[src/rtl/wb_cmd_master.sv]
// rtl/wb_cmd_master.sv - Wishbone B3 classic single-beat initiator with retry and optional timeout (WB_CMD_MASTER_TIMEOUT_EN)
module wb_cmd_master #(
    parameter int ADR_WIDTH = 32,
    parameter int DAT_WIDTH = 32,
    parameter int SEL_WIDTH = 4,
    parameter int MAX_RETRY = 4,
    parameter int TIMEOUT   = 255
) (
    input  logic                 clk_i,
    input  logic                 rst_i,
    input  logic                 cmd_valid_i,
    output logic                 cmd_ready_o,
    input  logic                 cmd_we_i,
    input  logic [ADR_WIDTH-1:0] cmd_adr_i,
    input  logic [DAT_WIDTH-1:0] cmd_dat_i,
    input  logic [SEL_WIDTH-1:0] cmd_sel_i,
    output logic                 rsp_valid_o,
    input  logic                 rsp_ready_i,
    output logic [DAT_WIDTH-1:0] rsp_dat_o,
    output logic [1:0]           rsp_status_o,
    output logic                 cyc_o,
    output logic                 stb_o,
    output logic                 we_o,
    output logic [ADR_WIDTH-1:0] adr_o,
    output logic [DAT_WIDTH-1:0] dat_o,
    output logic [SEL_WIDTH-1:0] sel_o,
    input  logic [DAT_WIDTH-1:0] dat_i,
    input  logic                 ack_i,
    input  logic                 err_i,
    input  logic                 rty_i
);

    typedef enum logic [1:0] {IDLE, CYCLE, BACKOFF, RESP} state_t;

    localparam logic [3:0] MAX_RETRY_C = 4'(MAX_RETRY);

    state_t     state;
    state_t     state_next;
    logic       accept;
    logic       tmo_hit;
    logic [3:0] retry_cnt;

    // Ready is masked while reset is held so it reads 0 until release.
    assign cmd_ready_o = rst_i && (state == IDLE);
    assign accept      = cmd_valid_i && cmd_ready_o;
    assign cyc_o       = (state == CYCLE);
    assign stb_o       = (state == CYCLE);
    assign rsp_valid_o = (state == RESP);

`ifdef WB_CMD_MASTER_TIMEOUT_EN
    localparam logic [15:0] TMO_LAST = 16'(TIMEOUT - 1);
    logic [15:0] tmo_cnt;

    always_ff @(posedge clk_i) begin
        if (!rst_i || state != CYCLE) begin
            tmo_cnt <= '0;
        end else begin
            tmo_cnt <= tmo_cnt + 16'd1;
        end
    end

    assign tmo_hit = (state == CYCLE) && (tmo_cnt == TMO_LAST);
`else
    // No counter: the strobe waits for a termination indefinitely.
    assign tmo_hit = 1'b0 & (TIMEOUT == 0);
`endif

    always_ff @(posedge clk_i) begin
        if (!rst_i) begin
            state <= IDLE;
        end else begin
            state <= state_next;
        end
    end

    always_comb begin
        state_next = state;
        case (state)
            IDLE:    if (accept) state_next = CYCLE;
            CYCLE: begin
                if (err_i) begin
                    state_next = RESP;
                end else if (rty_i) begin
                    state_next = (retry_cnt < MAX_RETRY_C) ? BACKOFF : RESP;
                end else if (ack_i || tmo_hit) begin
                    state_next = RESP;
                end
            end
            BACKOFF: state_next = CYCLE;
            RESP:    if (rsp_ready_i) state_next = IDLE;
            default: state_next = IDLE;
        endcase
    end

    always_ff @(posedge clk_i) begin
        if (!rst_i) begin
            we_o         <= 1'b0;
            adr_o        <= '0;
            dat_o        <= '0;
            sel_o        <= '0;
            rsp_dat_o    <= '0;
            rsp_status_o <= 2'b00;
            retry_cnt    <= '0;
        end else begin
            case (state)
                IDLE: begin
                    if (accept) begin
                        we_o         <= cmd_we_i;
                        adr_o        <= cmd_adr_i;
                        dat_o        <= cmd_dat_i;
                        sel_o        <= cmd_sel_i;
                        rsp_dat_o    <= '0;
                        rsp_status_o <= 2'b00;
                        retry_cnt    <= '0;
                    end
                end
                CYCLE: begin
                    if (err_i) begin
                        rsp_status_o <= 2'b01;
                    end else if (rty_i) begin
                        if (retry_cnt < MAX_RETRY_C) begin
                            retry_cnt <= retry_cnt + 4'd1;
                        end else begin
                            rsp_status_o <= 2'b10;
                        end
                    end else if (ack_i) begin
                        if (!we_o) rsp_dat_o <= dat_i;
                        rsp_status_o <= 2'b00;
                    end else if (tmo_hit) begin
                        rsp_status_o <= 2'b11;
                    end
                end
                default: ;
            endcase
        end
    end

endmodule

[config.mk]
export PLATFORM = sky130hd
export DESIGN_NAME = wb_cmd_master
export DESIGN_NICKNAME = d
export VERILOG_FILES = /design/src/rtl/wb_cmd_master.sv
export SDC_FILE = /design/constraint.sdc
export NUM_CORES = 1
export LEC_CHECK = 0
export BUFFER_PORTS_ARGS = -buffer_cell sky130_fd_sc_hd__buf_2
export CAP_MARGIN = 25
export CELL_PAD_IN_SITES_DETAIL_PLACEMENT = 0
export CELL_PAD_IN_SITES_GLOBAL_PLACEMENT = 1
export CORE_AREA = 3 3 122 124
export CTS_BUF_LIST = sky130_fd_sc_hd__clkbuf_8
export DETAILED_ROUTE_END_ITERATION = 6
export DIE_AREA = 0 0 125 127
export PLACE_DENSITY_LB_ADDON = 0.1
export SKIP_CTS_REPAIR_TIMING = 1
export SKIP_LAST_GASP = 1
export SYNTH_ARGS = -nofsm -noshare
export SYNTH_HDL_FRONTEND = slang
export SYNTH_SLANG_ARGS = --single-unit
[constraint.sdc]
create_clock -name clk_i -period 1.7 [get_ports clk_i]
set_input_delay 0.085 -clock clk_i [delete_from_list [all_inputs] [get_ports clk_i]]
set_output_delay 0.085 -clock clk_i [all_outputs]
set_load 0.05 [all_outputs]
Yosys cells after proc, flatten, opt, wreduce, memory -nomap -nowiden:

Index checks and enable logic that the tools add are counted.
W data, S select, Z words.

* add/subtract/negate cells: 1
* order comparisons: 1
* eq/ne operators: 13
* muxes and demuxes: 24
* reduce and logical (&&, ||, !) cells: 9

Operator list (number)
* $mux W32: 5
* $pmux W32 S2: 1
* $mux W2: 10
* $mux W4: 4
* $ne A2 B1 Y1 const B: 4
* $ne A2 B2 Y1 const B: 4
* $pmux W2 S4: 1
* $pmux W4 S2: 1
* $reduce_and A6 Y1: 1
* $reduce_and A5 Y1: 1
* $add A4 B1 Y4 const B: 1
* $eq A2 B2 Y1 const B: 2
* $lt A4 B3 Y1 const B: 1
* $ne A4 B1 Y1 const B: 1
* $ne A4 B4 Y1 const B: 1
* $pmux W2 S2: 1
* $reduce_and A4 Y1: 1
* $reduce_and A3 Y1: 1
* $eq A2 B1 Y1 const B: 1
* $logic_and A1 B1 Y1: 2
* $logic_not A2 Y1: 1
* $reduce_and A2 Y1: 1
* $reduce_bool A2 Y1: 1
* $mux W1: 1

* flip-flop bits (word level): 109
* output and inout bits: 107
* logic and storage cells: 56

Longest topological paths before layout:

Gate-level depths: netlist of the first run.

* depth in word-level cells: 5
* depth in mapped cells: 7

Worst setup path before layout of the first run:

No wires, ideal clock.

* path kind: reg-to-reg
* start: register we_o
* end: register rsp_dat_o[0]
* arrival: 1.763 ns
* path slack: -0.197 ns
* stages on the path, launching flop included: 6
* buffers on the path: 2
* period minus slack after synthesis: 1.897 ns
* path through: dfxtp_1 or4b_1 buf_2 a211oi_4 buf_6 o22ai_1

* longest elaborated chain between the ends: 2

RTL lines
* start, declared: RTL line 23 `output logic we_o,`
* start signal, assigned: RTL line 108 `we_o <= cmd_we_i;`
* $ne A2 B2 Y1 (no source line)
* $reduce_and A6 Y1 (no source line)
* end signal, assigned: RTL line 127 `if (!we_o) rsp_dat_o <= dat_i;`
* end, declared: RTL line 19 `output logic [DAT_WIDTH-1:0] rsp_dat_o,`

Every way passes these cells.
A chain may end at the register's enable or synchronous reset.

Final worst setup path of the first run:

* start: register retry_cnt[3]
* end: register state[0]

* longest elaborated chain between the ends: 5

RTL lines
* start, declared: RTL line 41 `logic [3:0] retry_cnt;`
* start signal, assigned: RTL line 122 `retry_cnt <= retry_cnt + 4'd1;`
* $lt A4 B3 Y1: RTL line 84 `state_next = (retry_cnt < MAX_RETRY_C) ? BACKOFF : RESP;`
* $mux W1: RTL line 84
* $mux W2: RTL line 83 `end else if (rty_i) begin`
* $mux W2: RTL line 81 `if (err_i) begin`
* $pmux W2 S4: RTL line 78 `case (state)`
* end signal, assigned: RTL line 72 `state <= state_next;`
* end, declared: RTL line 37 `state_t state;`

Every way passes these cells.

==> reports/qor.yml, run 1 <==
placement:
  placed_cells: 858
  postPlaceCellArea_sq_mm: 0.00523
  gp_congestion: 0.770
  port_buffers: 214
  hpwl_mm: 8.46
grt:
  grt_use_total: 0.146
  grt_antenna_before_repair: 0
  grt_max_degree: 105
  grt_pass1_vias: 3762
  grt-ovfl-total: 0
  grt_pass1_wl_mm: 19.1
clock_network:
  clockBufferDepth: 2
  h-tree-depth: 3
  root_buffer: "clkbuf_8"
  numClockSinks: 109
  path_clk_slew_ns: 0.09
  cts_tree: "done"
  numCtsBuffers: 9
  clock_latency_ns: 0.37
finish:
  layout-drive-gt1-share: 0.313
  final.fill_count: 1402
  areaGrowthSynthToFinish_pct: 58.2
  post-route-util: 0.456
  fin_nets: 891
  stdcell_area_sq_mm: 0.00633
  stdcell_count: 965
hold_path:
  holdCritPathClass: "primary input to flip-flop"
timing:
  slew_viol_final: 0
  min_period_ns: 1.65
  slew_headroom: 0.597
  fin_crit_sh: 0.971
  max_freq_mhz: 606
  setup_viol: 0
  rsz0062_at_grt: "true"
  tightestPinTransition_ns: 0.605
  clock_skew_ns: 0.00659
  hold_viol: 5
  hold_ws_ns: -0.0177
route:
  num_vias: 4290
  wl_mm: 12.7
  vias_per_cell: 4.45
  drtIter0Drc: 272
  first_pass_iters: 4
  ant_nets: 0
  drc_errors: 0
  wire_per_inst_microns: 13.1
synthesis:
  yosysTopAreaCell: "dfxtp_1"
  yosys.area.top_type_share: 0.545
  syn_inst: 498
  synth_edf_count: 0
  yosysSeqAreaShare: 0.545
  synthDistinctLibCells: 28
  synth-async-reset-ratio: 0
  syn_area_sq_mm: 0.00400
  synth_seq_cells: 109
  synth_nets: 607
  synth_area_leaders: "dfxtp_1, nand2_1, o21ai_0"
  ys_warn_count: 0
  avgSynthCellArea_sq_um: 8.03
  dominantRegCellSynth: "dfxtp_1"
worst_setup_path:
  required_ns: 1.95
  start_kind: "flip-flop"
  crit_fanout: 4
  crit_type: "flip-flop to flip-flop"
  worst_ep_arrival_time_ns: 1.90
  cp-end-kind: "flip-flop"
die:
  die_y_microns: 127
  std_cell_rows: 43
  io_pins: 215
  start_util: 0.288
  core_sq_mm: 0.0139
  fp.dieW_microns: 125
  dieArea_sq_mm: 0.0159
outcome:
  violations: "hold timing"
  outcome: "finished with violations"
pwr:
  power_mw: 5.59
  vdd_drop_max_mv: 0.342
  cellPowerDensity_mw_per_mm2: 882
  leakage_nw: 2.80
flow_run:
  maxCapViolations: 0
[metal layers]
| layer | up-vias | share of wire | track usage |
|---|---|---|---|
| met5 | - | 0 | 0 |
| met4 | 0 | 0.015 | 0.0568 |
| met3 | 13 | 0.080 | 0.0552 |
| met2 | 148 | 0.46 | 0.229 |
| met1 | 1893 | 0.44 | 0.184 |
| li1 | 2236 | - | - |
[cell families after synthesis]
group                    after synthesis  synth area share
AO/OA/AOI/OAI                        120             0.171
adder cells (fa/ha/maj)                1           0.00313
buffers and inverters                 48            0.0535
flip-flops                           109             0.545
AND/OR/NAND/NOR                      220             0.227
[sequential cells by signal (all words and copies together) (netlist names)]
name          flops
we_o              1
rsp_dat_o        32
sel_o             4
adr_o            32
rsp_status_o      2
retry_cnt         4
dat_o            32
state             2
[final cells by class]
class / count / area (sq um) / area share
clock buffer: 10 / 138 / 0.0217
antenna: 1 / 2.50 / 0.000395
clock inverter: 3 / 16.3 / 0.00257
multi-input combinational: 341 / 1620 / 0.256
timing repair buffer: 318 / 2130 / 0.336
inverter: 3 / 11.3 / 0.00178
tap: 180 / 225 / 0.0356
sequential: 109 / 2190 / 0.345
[Yosys cell counts (all sizes together), types with 2 or more instances]
library cell,n
nor2,2
buf,12
inv,3
dfxtp,109
or4b,2
nand2,175
a21oi,2
o22ai,34
a31oi,2
clkbuf,33
nand3,33
o21ai,73
a211oi,5
nor2b,2
o2111ai,3
[through the flow]
step	setup TNS (ns)	worst slack, ns
floorplan	0	0.00214
global placement	0	0.0500
detailed placement	0	0.0130
CTS	0	0.00424
global route	-0.00798	-0.00798
finish	0	0.0498
[path summary, 6_finish.rpt]
path	startpoint	endpoint	slack, ns	cells after the start
worst min-delay path	dat_i[24]	rsp_dat_o[24]$_SDFFE_PN0P_	-0.02	3
worst min register to register	adr_o[13]$_SDFFE_PN0P_	adr_o[13]$_SDFFE_PN0P_	0.46	2
worst max-delay path	retry_cnt[3]$_SDFFE_PN0P_	state[0]$_SDFFE_PN0P_	0.05	4
worst max register to register	retry_cnt[3]$_SDFFE_PN0P_	state[0]$_SDFFE_PN0P_	0.05	4
[critical path: stages (launching register included)]
cell	delay (ns)
dfxtp_1	0.34
or4b_2	0.70
buf_4	0.17
a211oi_1	0.25
a211oi_1	0.07
[where the power goes]
group          total [mW]  switching [mW]  internal, mW
clock network        1.38           0.838         0.543
registers            2.78          0.0748          2.70
logic                1.43           0.957         0.470
[cells in the final DEF (no fill, tap or decap), types with 2 or more instances in the layout]
master         netlist  final
a211oi_1             4      3
a21oi_1              2      2
a31oi_1              2      2
buf_12               0      3
buf_2                6    211
buf_4                1      9
clkbuf_4             0      2
clkbuf_8             0     10
dfxtp_1            109    107
dlygate4sd3_1        0     93
inv_1                3      4
nand2_1            175    175
nand3_1             33     33
nor2_1               2      2
o2111ai_1            3      3
o21ai_0             73     73
o22ai_1             34     34
(Power assumes the default switching activity.)
==> inputs of run 2 (changes only) <==
--- a/config.mk
+++ b/config.mk
@@ -9,10 +9,10 @@
 export CAP_MARGIN = 25
 export CELL_PAD_IN_SITES_DETAIL_PLACEMENT = 0
 export CELL_PAD_IN_SITES_GLOBAL_PLACEMENT = 1
-export CORE_AREA = 3 3 122 124
+export CORE_AREA = 3 3 116 118
 export CTS_BUF_LIST = sky130_fd_sc_hd__clkbuf_8
 export DETAILED_ROUTE_END_ITERATION = 6
-export DIE_AREA = 0 0 125 127
+export DIE_AREA = 0 0 119 121
 export PLACE_DENSITY_LB_ADDON = 0.1
 export SKIP_CTS_REPAIR_TIMING = 1
 export SKIP_LAST_GASP = 1
==> constraint.sdc (replaced) <==
create_clock -name clk_i -period 1.65 [get_ports clk_i]
set_input_delay 0.0825 -clock clk_i [delete_from_list [all_inputs] [get_ports clk_i]]
set_output_delay 0.0825 -clock clk_i [all_outputs]
set_load 0.05 [all_outputs]
==> run 2 against run 1 <==
Compared with the run above: the run ends with hold timing, setup timing left; register-to-register slack worse by 0.06 ns; die area down 9.3%; largest power group unchanged; wire length up 1.3%; cell count up 0.62%; clock skew down 0.0022 ns; sequential power up 3%.
==> reports/qor.yml, run 2 (synthesis gave the netlist of run 1 again) <==
timing:
  max_freq_mhz: 602
  slew_headroom: 0.636
  hold_ws_ns: -0.0171
  rsz0062_at_grt: "true"
  tightestPinTransition_ns: 0.546
  hold_viol: 2
  min_period_ns: 1.66
  clock_skew_ns: 0.00443
  slew_viol_final: 0
  setup_viol: 18
  setup_slack_ns: -0.0116
  fin_crit_sh: 1.01
flow_run:
  maxCapViolations: 0
route:
  wl_mm: 12.8
  vias_per_cell: 4.48
  first_pass_iters: 4
  drc_errors: 0
  ant_nets: 0
  wire_per_inst_microns: 13.2
  drtIter0Drc: 197
  num_vias: 4349
grt:
  grt-ovfl-total: 0
  grt_antenna_before_repair: 0
  grt_pass1_vias: 3662
  grt_max_degree: 105
  grt_pass1_wl_mm: 18.0
  grt_use_total: 0.155
placement:
  dp_slack_ns: -0.0252
  gp_congestion: 0.739
  hpwl_mm: 8.15
  placed_cells: 852
  port_buffers: 214
finish:
  diodes: 0
  final_common_cell: "buf_2"
  post-route-util: 0.519
  areaGrowthSynthToFinish_pct: 62.9
  layout-drive-gt1-share: 0.317
  fin_nets: 904
  multi_input_area_sq_mm: 0.00163
  register_area_sq_mm: 0.00219
  stdcell_count: 971
  final.fill_count: 1223
  mostFrequentLayoutCells: "buf_2, nand2_1, dfxtp_1, dlygate4sd3_1, o21ai_0"
  largestRegisters: "adr_o x32, dat_o x32, rsp_dat_o x32"
die:
  start_util: 0.318
  core_sq_mm: 0.0126
  dieArea_sq_mm: 0.0144
  io_pins: 215
  std_cell_rows: 41
  fp.dieW_microns: 119
  die_y_microns: 121
clock_network:
  path_clk_slew_ns: 0.09
  root_buffer: "clkbuf_8"
  cts_tree: "done"
  numCtsBuffers: 9
  clockBufferDepth: 2
  h-tree-depth: 3
  numClockSinks: 109
  clock_latency_ns: 0.37
worst_setup_path:
  crit_fanout: 16
  r2r-end: "rsp_dat_o[27]$_SDFFE_PN0P_"
  start_kind: "flip-flop"
  cp-end-kind: "flip-flop"
  required_ns: 1.90
  critPathCapture: "rsp_dat_o[27]$_SDFFE_PN0P_"
  crit_start: "we_o$_SDFFE_PN0P_"
  r2r_slack_ns: -0.01
  worst_ep_arrival_time_ns: 1.91
  reg2reg_depth: 5
  crit_type: "flip-flop to flip-flop"
  r2r_start: "we_o$_SDFFE_PN0P_"
pwr:
  cellPowerDensity_mw_per_mm2: 908
  leakage_nw: 2.91
  vdd_drop_max_mv: 0.405
  power_mw: 5.92
hold_path:
  min_path_cells: 3
  holdCritPathClass: "primary input to flip-flop"
outcome:
  violations: "hold timing, setup timing"
  outcome: "finished with violations"
-- run 2: where the power goes --
part | switching [mW] | leakage [nW] | internal, mW
combinational | 0.999 | 1.92 | 0.539
sequential | 0.0836 | 0.891 | 2.79
clock | 0.862 | 0.101 | 0.654
-- run 2: stage by stage --
| step | cell area (sq um) | hold slack (ns) | setup TNS [ns] |
|---|---|---|---|
| 2_1_floorplan | 4020 | 0.180 | -1.18 |
| 3_3_place_gp | 5260 | 0.276 | 0 |
| 3_5_place_dp | 5260 | 0.283 | -0.0489 |
| 4_1_cts | 5440 | -0.128 | -0.376 |
| 5_1_grt | 6520 | -0.000118 | -0.966 |
| 6_report | 6520 | -0.0171 | -0.129 |
-- run 2: worst max-delay path, cell delays in order, from the launching register on --
cell and delay [ns]:
dfxtp_4 0.35, or4b_4 0.50, a211oi_4 0.27, buf_6 0.17, clkbuf_16 0.17, o22ai_1 0.08
-- run 2: worst min-delay path by stage --
stage             startpoint                    endpoint  slack, ns
3_5_place_dp    cmd_dat_i[0]       dat_o[0]$_SDFFE_PN0P_       0.28
2_1_floorplan    rsp_ready_i       state[1]$_SDFFE_PN0P_       0.18
6_report           dat_i[23]  rsp_dat_o[23]$_SDFFE_PN0P_      -0.02
4_1_cts        cmd_adr_i[21]      adr_o[21]$_SDFFE_PN0P_      -0.13
5_1_grt             dat_i[5]   rsp_dat_o[5]$_SDFFE_PN0P_    -0.0001
3_3_place_gp   cmd_dat_i[11]      dat_o[11]$_SDFFE_PN0P_       0.28
-- run 2: layout make-up --
cell class / instances / area share
repair buffers: 331 / 0.353
clock buffers: 12 / 0.0253
clock inverters: 3 / 0.00192
flip-flops and latches: 109 / 0.335
well taps: 172 / 0.0330
multi-input cells: 341 / 0.249
inverters: 3 / 0.00173
-- run 2: metal layers --
metal / GRT usage / routed length, microns / vias to the layer above
li1: - / - / 2263
met1: 0.192 / 5530 / 1925
met2: 0.245 / 6280 / 146
met3: 0.0508 / 798 / 15
met4: 0.0695 / 218 / 0
met5: 0 / 0 / -
==> inputs of run 3 (changes only) <==
--- a/config.mk
+++ b/config.mk
@@ -11,9 +11,11 @@
 export CELL_PAD_IN_SITES_GLOBAL_PLACEMENT = 1
 export CORE_AREA = 3 3 116 118
 export CTS_BUF_LIST = sky130_fd_sc_hd__clkbuf_8
+export CTS_CLUSTER_DIAMETER = 150
 export DETAILED_ROUTE_END_ITERATION = 6
 export DIE_AREA = 0 0 119 121
 export PLACE_DENSITY_LB_ADDON = 0.1
+export SETUP_SLACK_MARGIN = 0.3
 export SKIP_CTS_REPAIR_TIMING = 1
 export SKIP_LAST_GASP = 1
 export SYNTH_ARGS = -nofsm -noshare
==> run 3 against run 2 <==
Compared with the run above: the flow finishes with violations (hold timing); clock skew increased by 0.0031 ns; power is 3.6% higher; clock power up 7%; global-route usage grew 0.083 points; fmax is 2.2% higher; first-iteration DRC count is 17% higher; critical endpoint is now rsp_dat_o[0]$_SDFFE_PN0P_; sequential power about the same.
==> reports/qor.yml, run 3 (synthesis gave the netlist of run 1 again) <==
route:
  num_vias: 4541
  drc_errors: 0
  wire_per_inst_microns: 14.0
  ant_nets: 0
  first_pass_iters: 5
  wl_mm: 13.8
  drtIter0Drc: 231
  vias_per_cell: 4.60
finish:
  mostFrequentLayoutCells: "buf_2, nand2_1, dfxtp_1, dlygate4sd3_1, o21ai_0"
  final_common_cell: "buf_2"
  largestRegisters: "adr_o x32, dat_o x32, rsp_dat_o x32"
  stdcell_area_sq_mm: 0.00675
  diodes: 0
  areaGrowthSynthToFinish_pct: 68.7
  stdcell_count: 987
  layout-drive-gt1-share: 0.336
  fin_nets: 919
  final.fill_count: 1162
outcome:
  outcome: "finished with violations"
  violations: "hold timing"
worst_setup_path:
  start_kind: "flip-flop"
  cp_cell_sequence: "or4b_4 -> a211oi_4 -> buf_6 -> buf_8 -> o22ai_1"
  crit_type: "flip-flop to flip-flop"
  crit_fanout: 11
  cp-end-kind: "flip-flop"
  reg2reg_depth: 5
  worst_ep_arrival_time_ns: 1.88
  crit_path_max_incr_delay_ns: 0.51
  cpMaxStageDelayCell: "or4b_4"
  cp_top_family: "simple AND/OR/NAND/NOR gates"
  critical_path_buf_inv_count: 2
  cp_num_cells: 5
  required_ns: 1.90
hold_path:
  holdCritPathClass: "primary input to flip-flop"
  min_path_cells: 3
clock_network:
  numClockSinks: 109
  clockBufferDepth: 2
  root_buffer: "clkbuf_8"
  clock_latency_ns: 0.38
  numCtsBuffers: 9
  h-tree-depth: 3
  path_clk_slew_ns: 0.09
  cts_tree: "done"
timing:
  max_freq_mhz: 615
  rsz0062_at_grt: "true"
  tightestPinTransition_ns: 0.448
  setup_viol: 0
  clock_skew_ns: 0.00750
  slew_viol_final: 0
  fin_crit_sh: 0.986
  slew_headroom: 0.702
  hold_ws_ns: -0.0141
  hold_viol: 3
  min_period_ns: 1.63
pwr:
  combPwrFrac: 0.268
  p_int_mw: 4.12
  sw_frac_of_total: 0.328
  p_clk_frac: 0.265
  vdd_drop_max_mv: 0.524
  switching_power_mw: 2.01
  leakage_nw: 3.02
  seqPwrFrac: 0.467
  cellPowerDensity_mw_per_mm2: 909
grt:
  grt_use_total: 0.155
  grt_antenna_before_repair: 0
  grt-ovfl-total: 0
  grt_pass1_wl_mm: 18.1
  grt_max_degree: 106
  grt_pass1_vias: 3638
die:
  fp.dieW_microns: 119
  start_util: 0.318
  core_sq_mm: 0.0126
  io_pins: 215
  die_y_microns: 121
  dieArea_sq_mm: 0.0144
  std_cell_rows: 41
flow_run:
  maxCapViolations: 0
placement:
  hpwl_mm: 8.19
  port_buffers: 214
  gp_congestion: 0.751
  postPlaceCellArea_sq_mm: 0.00527
  placed_cells: 853
run 3: worst min-delay path: stages:
cell     delay, ns
buf_2         0.10
nand3_1       0.06
o22ai_1       0.07
run 3: layer usage:
layer / share of wire / global-route usage / wire length [microns]
met1: 0.42 / 0.191 / 5800
met2: 0.49 / 0.247 / 6810
met3: 0.065 / 0.0517 / 894
met4: 0.022 / 0.0731 / 310
met5: 0 / 0 / 0
run 3: per-stage QoR:
stage	TNS, ns	hold WS [ns]	worst slack [ns]	util	total power [mW]
5_1_grt	-0.342	-0.00647	-0.0300	0.537	6.44
4_1_cts	-0.374	-0.134	-0.237	0.434	5.87
6_report	0	-0.0141	0.0235	0.537	6.13
3_3_place_gp	0	0.276	0.0805	0.419	4.22
2_1_floorplan	-1.21	0.180	-0.0499	-	3.83
3_5_place_dp	0	0.282	0.0229	0.419	4.24
run 3: final cells by class:
type | instances | area (sq um) | area share
inverter | 3 | 11.3 | 0.00167
clock inverter | 6 | 53.8 | 0.00797
timing repair buffer | 346 | 2490 | 0.369
multi-input combinational | 341 | 1650 | 0.244
sequential | 109 | 2190 | 0.325
clock buffer | 10 | 138 | 0.0204
tap | 172 | 215 | 0.0319
run 3: power by group through the flow:
stage | clock network (mW) | logic [mW] | registers (mW)
final | 1.63 | 1.64 | 2.86
after global routing | 1.80 | 1.75 | 2.88
after CTS | 1.69 | 1.31 | 2.87
after detailed placement | 0 | 1.31 | 2.92
after global placement | 0 | 1.30 | 2.92
after floorplan | 0 | 0.394 | 3.44
run 3: worst paths after layout:
path / from / to / slack [ns]
worst max-delay path: we_o$_SDFFE_PN0P_ / rsp_dat_o[0]$_SDFFE_PN0P_ / 0.02
worst min-delay path: dat_i[29] / rsp_dat_o[29]$_SDFFE_PN0P_ / -0.01
worst max register to register: we_o$_SDFFE_PN0P_ / rsp_dat_o[0]$_SDFFE_PN0P_ / 0.02
worst min register to register: adr_o[22]$_SDFFE_PN0P_ / adr_o[22]$_SDFFE_PN0P_ / 0.46
